## src/rtl/dut_core.sv

```systemverilog
// dut_core: length-framed byte streamer with XOR key and 32-bit register port
module dut_core #(
  parameter int DATA_DEPTH = 8,
  parameter int LEN_DEPTH  = 2
) (
  input  logic        CLK,
  input  logic        RST_N,
  input  logic [7:0]  din_value,
  input  logic        din_en,
  output logic        din_rdy,
  input  logic        dout_en,
  output logic [7:0]  dout_value,
  output logic        dout_rdy,
  input  logic [7:0]  len_value,
  input  logic        len_en,
  output logic        len_rdy,
  input  logic [7:0]  cfg_address,
  input  logic [31:0] cfg_data_in,
  input  logic        cfg_op,
  input  logic        cfg_en,
  output logic [31:0] cfg_data_out,
  output logic        cfg_rdy
);
  localparam int DAW = $clog2(DATA_DEPTH);
  localparam int LAW = $clog2(LEN_DEPTH);
  localparam int LCW = LAW + 1;
  localparam logic [4:0] DFULL = 5'(DATA_DEPTH);
  localparam logic [LCW-1:0] LFULL = LCW'(LEN_DEPTH);

  typedef enum logic {IDLE, ACTIVE} state_t;

  state_t state_q, state_d;
  logic [7:0] dmem_q [DATA_DEPTH];
  logic [7:0] lmem_q [LEN_DEPTH];
  logic [DAW-1:0] dwp_q, dwp_d, drp_q, drp_d;
  logic [LAW-1:0] lwp_q, lwp_d, lrp_q, lrp_d;
  logic [4:0] dcnt_q, dcnt_d;
  logic [LCW-1:0] lcnt_q, lcnt_d;
  logic [7:0] rem_q, rem_d, key_q, key_d, lcnt8, len_head;
  logic en_q, en_d;
  logic [31:0] pkt_q, pkt_d, byte_q, byte_d, status;
  logic din_fire, len_fire, dout_fire, len_pop, cfg_wr, soft_clr, active;
  logic unused_cfg;

  assign active     = state_q == ACTIVE;
  assign din_rdy    = dcnt_q != DFULL;
  assign len_rdy    = lcnt_q != LFULL;
  assign dout_rdy   = active && en_q && dcnt_q != 5'd0;
  assign cfg_rdy    = 1'b1;
  assign dout_value = active ? dmem_q[drp_q] ^ key_q : 8'h00;
  assign din_fire   = din_en && din_rdy;
  assign len_fire   = len_en && len_rdy;
  assign dout_fire  = dout_en && dout_rdy;
  assign len_pop    = !active && lcnt_q != '0;
  assign len_head   = lmem_q[lrp_q];
  assign cfg_wr     = cfg_en && cfg_op;
  assign soft_clr   = cfg_wr && cfg_address == 8'd0 && cfg_data_in[1];
  assign lcnt8      = 8'(lcnt_q);
  assign status     = {14'b0, dcnt_q == DFULL, active, 6'b0, lcnt8[1:0], 3'b0, dcnt_q};
  assign unused_cfg = ^cfg_data_in[31:8];

  // register read mux, purely combinational on the address
  always_comb begin
    cfg_data_out = 32'h0;
    case (cfg_address)
      8'd0: cfg_data_out = {31'h0, en_q};
      8'd1: cfg_data_out = {24'h0, key_q};
      8'd2: cfg_data_out = status;
      8'd3: cfg_data_out = pkt_q;
      8'd4: cfg_data_out = byte_q;
      default: cfg_data_out = 32'h0;
    endcase
  end

  // next-state for FIFOs, packet FSM, counters and config; soft clear wins over traffic
  always_comb begin
    dwp_d   = din_fire ? dwp_q + DAW'(1) : dwp_q;
    drp_d   = dout_fire ? drp_q + DAW'(1) : drp_q;
    lwp_d   = len_fire ? lwp_q + LAW'(1) : lwp_q;
    lrp_d   = len_pop ? lrp_q + LAW'(1) : lrp_q;
    dcnt_d  = dcnt_q + 5'(din_fire) - 5'(dout_fire);
    lcnt_d  = lcnt_q + LCW'(len_fire) - LCW'(len_pop);
    state_d = state_q;
    rem_d   = rem_q;
    pkt_d   = pkt_q;
    byte_d  = byte_q;
    if (len_pop) begin
      if (len_head == 8'd0) begin
        pkt_d = pkt_q + 32'd1;
      end else begin
        rem_d   = len_head;
        state_d = ACTIVE;
      end
    end
    if (dout_fire) begin
      rem_d  = rem_q - 8'd1;
      byte_d = byte_q + 32'd1;
      if (rem_q == 8'd1) begin
        pkt_d   = pkt_q + 32'd1;
        state_d = IDLE;
      end
    end
    en_d  = cfg_wr && cfg_address == 8'd0 ? cfg_data_in[0] : en_q;
    key_d = cfg_wr && cfg_address == 8'd1 ? cfg_data_in[7:0] : key_q;
    if (soft_clr) begin
      dwp_d   = '0;
      drp_d   = '0;
      lwp_d   = '0;
      lrp_d   = '0;
      dcnt_d  = '0;
      lcnt_d  = '0;
      state_d = IDLE;
      rem_d   = '0;
      pkt_d   = '0;
      byte_d  = '0;
    end
  end

  // state registers with synchronous active-low reset; storage arrays need no reset
  always_ff @(posedge CLK) begin
    if (!RST_N) begin
      state_q <= IDLE;
      dwp_q   <= '0;
      drp_q   <= '0;
      lwp_q   <= '0;
      lrp_q   <= '0;
      dcnt_q  <= '0;
      lcnt_q  <= '0;
      rem_q   <= '0;
      key_q   <= '0;
      en_q    <= 1'b1;
      pkt_q   <= '0;
      byte_q  <= '0;
    end else begin
      state_q <= state_d;
      dwp_q   <= dwp_d;
      drp_q   <= drp_d;
      lwp_q   <= lwp_d;
      lrp_q   <= lrp_d;
      dcnt_q  <= dcnt_d;
      lcnt_q  <= lcnt_d;
      rem_q   <= rem_d;
      key_q   <= key_d;
      en_q    <= en_d;
      pkt_q   <= pkt_d;
      byte_q  <= byte_d;
    end
    if (din_fire) dmem_q[dwp_q] <= din_value;
    if (len_fire) lmem_q[lwp_q] <= len_value;
  end
endmodule

```

## config.mk

```make
export PLATFORM = sky130hd
export DESIGN_NAME = dut_core
export DESIGN_NICKNAME = d
export VERILOG_FILES = /design/src/rtl/dut_core.sv
export SDC_FILE = /design/constraint.sdc
export NUM_CORES = 1
export LEC_CHECK = 0
export CORE_ASPECT_RATIO = 0.6
export CORE_UTILIZATION = 51
export CTS_BUF_LIST = sky130_fd_sc_hd__clkbuf_16
export DETAILED_ROUTE_END_ITERATION = 10
export PLACE_DENSITY_LB_ADDON = 0.3
export SYNTH_ARGS = -nofsm -noshare
export SYNTH_HDL_FRONTEND = slang
export SYNTH_SLANG_ARGS = --single-unit
```

## constraint.sdc

```tcl
create_clock -name CLK -period 4.6 [get_ports CLK]
set_input_delay 0.69 -clock CLK [delete_from_list [all_inputs] [get_ports CLK]]
set_output_delay 0.69 -clock CLK [all_outputs]
set_load 0.01 [all_outputs]
```

=== Word level (Yosys, flattened, before mapping) ===
Memory sizes are Yosys's and may differ from the RTL's. A register that Yosys moved wholly into a read port is not among the register bits.
Index checks and enable logic that the tools add are counted.

* Add/subtract/negate cells: 11
* Equal/unequal tests: 9
* Multiplexer cells: 21
* Bitwise gates (word level): 2
* Reduce and logical (&&, ||, !) cells: 18

{| class="wikitable"
|+ Operators with widths
! cell !! count
|-
| 32-bit one-hot mux with 5 select lines || 1
|-
| 32-bit 2-to-1 mux || 4
|-
| 32-bit by 1-bit adder with 32-bit output (second input constant) || 2
|-
| 8-bit 2-to-1 mux || 4
|-
| 8-bit by 1-bit == test with 1-bit output (second input constant) || 2
|-
| 8-bit by 2-bit == test with 1-bit output (second input constant) || 2
|-
| 8-bit zero test || 2
|-
| 1-bit logical AND || 10
|-
| 1-bit 2-to-1 mux || 10
|-
| 8-bit by 3-bit == test with 1-bit output (second input constant) || 1
|-
| 8-bit by 1-bit subtractor with 8-bit output (second input constant) || 1
|-
| 8-bit XOR || 1
|-
| 3-bit by 1-bit adder with 3-bit output (second input constant) || 2
|-
| 3-bit 2-to-1 mux || 2
|-
| 5-bit by 1-bit adder with 5-bit output || 1
|-
| 5-bit by 4-bit == test with 1-bit output (second input constant) || 1
|-
| 5-bit by 4-bit inequality test with 1-bit output (second input constant) || 1
|-
| 5-bit nonzero test || 1
|-
| 5-bit by 1-bit subtractor with 5-bit output || 1
|-
| 2-bit inequality test (second input constant) || 2
|-
| 2-bit nonzero test || 2
|-
| 1-bit adder (second input constant) || 2
|-
| 2-bit by 1-bit adder with 2-bit output || 1
|-
| 2-bit AND reduction || 1
|-
| other kinds (4) || 4
|}

* Register bits after elaboration: 97
* RAM bits: 80
* Input port bits: 63
* Output and inout port bits: 44
* Memories kept: 2

{| class="wikitable"
|+ Memory list
! name !! depth !! width !! rd ports !! clocked after memory_dff !! write ports !! RTL line !! text
|-
| dmem_q || 8 || 8 || 1 || 1 || 1 || 33 || <nowiki>logic [7:0] dmem_q [DATA_DEPTH];</nowiki>
|-
| lmem_q || 2 || 8 || 1 || 1 || 1 || 34 || <nowiki>logic [7:0] lmem_q [LEN_DEPTH];</nowiki>
|}

=== Longest topological paths before layout ===
* Word-level depth: 5
* Depth in mapped cells: 16

=== Worst setup path after synthesis ===
OpenSTA, ideal clock, no wires.

* Kind: input -> output
* From: input cfg_address[5]
* To: output cfg_data_out[10]
* Arrival: 2.503 ns
* Required time: 3.910 ns
* Path slack: 1.407 ns
* Stages: 7
* Path through: or4_1 > or3_1 > clkbuf_1 > nor2b_1 > buf_2 > buf_1 > a22o_1

* Word-level cells in the longest chain between the ends: 2
* Elaborated cells on any way between the ends: 6
* Those cells by class: eq/ne (4); mux (1); reduce/logical (1)

{| class="wikitable"
|+ Ends and longest elaborated chain
! what !! RTL line !! text
|-
| from (decl) || 17 || <nowiki>input logic [7:0] cfg_address,</nowiki>
|-
| 8-bit by 3-bit == test with 1-bit output, or another cell as far along || 65 || <nowiki>case (cfg_address)</nowiki>
|-
| 32-bit one-hot mux with 5 select lines (*) || 65 ||
|-
| to (decl) || 21 || <nowiki>output logic [31:0] cfg_data_out,</nowiki>
|}

Every way passes the cells marked *; elsewhere a longest branch is shown, timed or not.

=== Final worst setup path ===
* From: input cfg_address[5]
* To: output cfg_data_out[8]

Same word-level chain as after synthesis.

==> results by group <==
Status
  • Run status: complete, no violations

Finish
  • Util after Layout: between 60% and 70%
  • Fraction of layout cells with a size suffix above 1: 9.03%
  • Fillcell total: 1274
  • Fin area: 10400 µm²
  • Antenna cells: 0
  • Nets@finish: 963
  • Area grow syn2layout: 18.7%

Yosys
  • Synth unique cells: 61
  • Post-Syn Instances: 816
  • Yosys Warn Count: 0
  • Predominant post-synthesis flop cell: dfxtp_1
  • Post-synth EDFFs: 80
  • Xor/xnor cell area share of the yosys netlist: 4.32%
  • Post-Syn Nets: 895
  • Syn_area_per_cell: 10.7 µm²
  • Yosys top cell by area: edfxtp_1
  • Simple-gate area share of the yosys netlist: 19.2%
  • Synthesized flop and latch total: around 180
  • Top cell type's share of synthesized area: between 20 and 30%
  • Largest family of logic cells by synthesized area: simple AND/OR/NAND/NOR gates
  • Syn Std Cell Area: around 8700 µm²
  • Async set-reset flop share out of synthesis: 0%
  • Most frequent cells after synthesis: dfxtp_1 (101), edfxtp_1 (80), nand2_1 (77), mux2i_1 (55), nor2_1 (48)
  • Mux share of post-synthesis cell area: 11.0%
  • Synth area leaders: edfxtp_1 (28%), dfxtp_1 (23%), mux2i_1 (6.3%)
  • Cell with the most instances after synthesis: dfxtp_1
  • Post-synthesis compound-gate area fraction: 9.40%
  • Adder-cell area share of the yosys netlist: 2.38%
  • Sequential element share of the synthesized area: 50.7%

Floorplan
  • I/O pin cnt: 107
  • Chip Width: approximately 170 µm
  • Initial Util: 52.9%
  • Die area: around 18000 µm²
  • Core area: 16500 µm²
  • Die Y: approximately 100 µm
  • # rows: 36

Worst setup path
  • Crit Reg-Reg Startpoint: dcnt_q[2]
  • CP endpoint kind: output port
  • Worst EP required: 3910 ps
  • Worst-path fanout max: 27
  • Crit start category: input pin
  • Worst Setup SP: cfg_address[5]
  • WP data arrival: between 3000 and 4000 ps
  • Register-to-Register Path Depth: 14
  • Kind of critical path: input pin to output port

Placement
  • DP Area: 9770 µm²
  • GPL Wtd Cong: 0.820
  • IO buf count: 81
  • HPWL Detailed: between 15000 and 20000 µm

STA
  • RSZ-0062 raised after global routing: false
  • Setup violators final: 0
  • Fmax: between 0.2 and 0.25 GHz
  • Worst Hold Slack: 488 ps
  • Hold Vio Cnt, Final: 0
  • Setup TNS: 0 ps
  • Final Cycle Share: 89.0%
  • Fin crit period: around 4100 ps
  • Pins Over Slew Limit: 0
  • Worst Skew: 12.5 ps
  • Slew HR: 22.6%
  • Worst Max-Slew Pin Slew: 1140 ps

Clock network
  • CTS H-tree depth: 4
  • CTS tree: yes
  • Clk sink count: roughly 180
  • Max Root-Sink Buffers: 2
  • Root buffer cell: clkbuf_16
  • Post_cts resized: 0
  • Post-CTS setup buffer count: 0
  • # hold bufs at CTS: 0
  • Clock transition at path regs: 70 ps
  • Clock latency at the later pin of the worst-skew pair: 440 ps
  • TritonCTS Buffers: 17

Route
  • # DRC: 0
  • Post-DRT Antenna Nets: 0
  • Routed len/inst: 19.2 µm
  • Vias per inst: 5.82
  • Final WL: 21600 µm
  • 1st-iter DRT viols: 694
  • Vias post-DR: 6553
  • TritonRoute pass-1 iters: 5

GRT
  • Largest net degree at the start of global routing: slightly above 60
  • First-pass GRT wire length: 33400 µm
  • Initial antenna violation count: 0
  • Vias in the first global route: around 5900
  • Grt total ovfl: 0
  • GRT Total Usage: 25.6%

Power
  • Leak Pwr: approximately 3.4 nW
  • Cell Pwr Density: between 400 and 500 nW/µm²
  • Max IR drop VDD: 0.232 mV

Worst hold path
  • Hold Path Depth: 2
  • Worst hold start: drp_q[1]
  • Worst Hold Class: flop to flop

Job
  • Max-cap violation count: 0
-- state kept, by name, summed over array words and instances (netlist names), named ones only --
name    flops
active      1
byte_q     32
dcnt_q      5
dmem_q     64
drp_q       3
dwp_q       3
en_q        1
key_q       8
lcnt_q      2
lmem_q     16
lrp_q       1
lwp_q       1
pkt_q      32
rem_q       8
-- stage by stage --
stage               std cells  setup WS, ps  total power, mW
floorplan                 816          1410             2.63
global placement         1093           522             2.91
detailed placement       1093           510             2.94
CTS                      1125           511             4.36
global route             1125           366             4.55
finish                   1125           507             4.35
-- cell type report --
cell class                      count  area [µm²]  share of cell area (%)
Timing Repair Buffer               91         898                    8.67
Clock inverter                     15         160                    1.55
Clock buffer                       17         425                    4.11
Multi-Input combinational cell    570        4080                    39.4
Tap cell                          228         285                    2.75
Inverter                           23        86.3                   0.834
Sequential cell                   181        4420                    42.7
-- layer usage --
| layer | vias to the layer above | wire length, µm | GRT usage, % |
|---|---|---|---|
| li1 | 3123 | - | - |
| met1 | 3158 | 10800 | 39.5 |
| met2 | 249 | 9060 | 36.0 |
| met3 | 23 | 1470 | 5.59 |
| met4 | 0 | 229 | 7.07 |
| met5 | - | 0 | 0 |
-- report_power, final --
group / internal (mW) / leakage, nW / switching (mW)
clock: 0.726 / 0.283 / 0.697
combinational: 0.442 / 1.61 / 0.516
sequential: 1.82 / 1.55 / 0.145
-- placed cells by master (no fill, tap or decap), drive strengths merged, types with 4 or more instances in the layout --
cell,Yosys,routed
a211oi,7,7
a21boi,5,5
a21o,7,7
a21oi,41,41
a22o,21,21
a22oi,7,7
and2,14,14
and3,11,11
and4,6,6
buf,14,10
clkbuf,28,17
clkdlybuf4s50,0,81
clkinv,0,6
dfxtp,101,101
edfxtp,80,80
ha,15,15
inv,23,31
mux2,4,4
mux2i,55,55
mux4,16,16
nand2,77,77
nand2b,27,27
nand3,40,40
nand4,16,16
nor2,49,49
nor2b,11,11
nor3,23,23
nor4,13,13
o21ai,15,15
o22ai,7,7
or3,10,10
or4b,4,4
xnor2,32,32
xor2,11,11
-- logic make-up after synthesis --
kind of cell | Yosys count
compound gates | 121
simple gates | 314
mux | 75
other cells | 1
fa+ha+maj | 16
xor+xnor | 43
flops | 181
buf+inv | 65
-- final timing paths --
| kind | to | slack, ps |
|---|---|---|
| worst min register to register | drp_q[1] | 490 |
| worst max register to register | dcnt_q[4] | 1110 |
| worst max-delay path | cfg_data_out[8] | 510 |
| worst min-delay path | drp_q[1] | 490 |
-- critical path: stages --
cell,delay [ps]
clkdlybuf4s50_1,390
or4_1,620
or3_1,470
nor2b_2,140
buf_4,270
nand2_1,80
o21ai_0,130
clkdlybuf4s50_1,600
No activity file was read; power rests on OpenSTA's default activity.
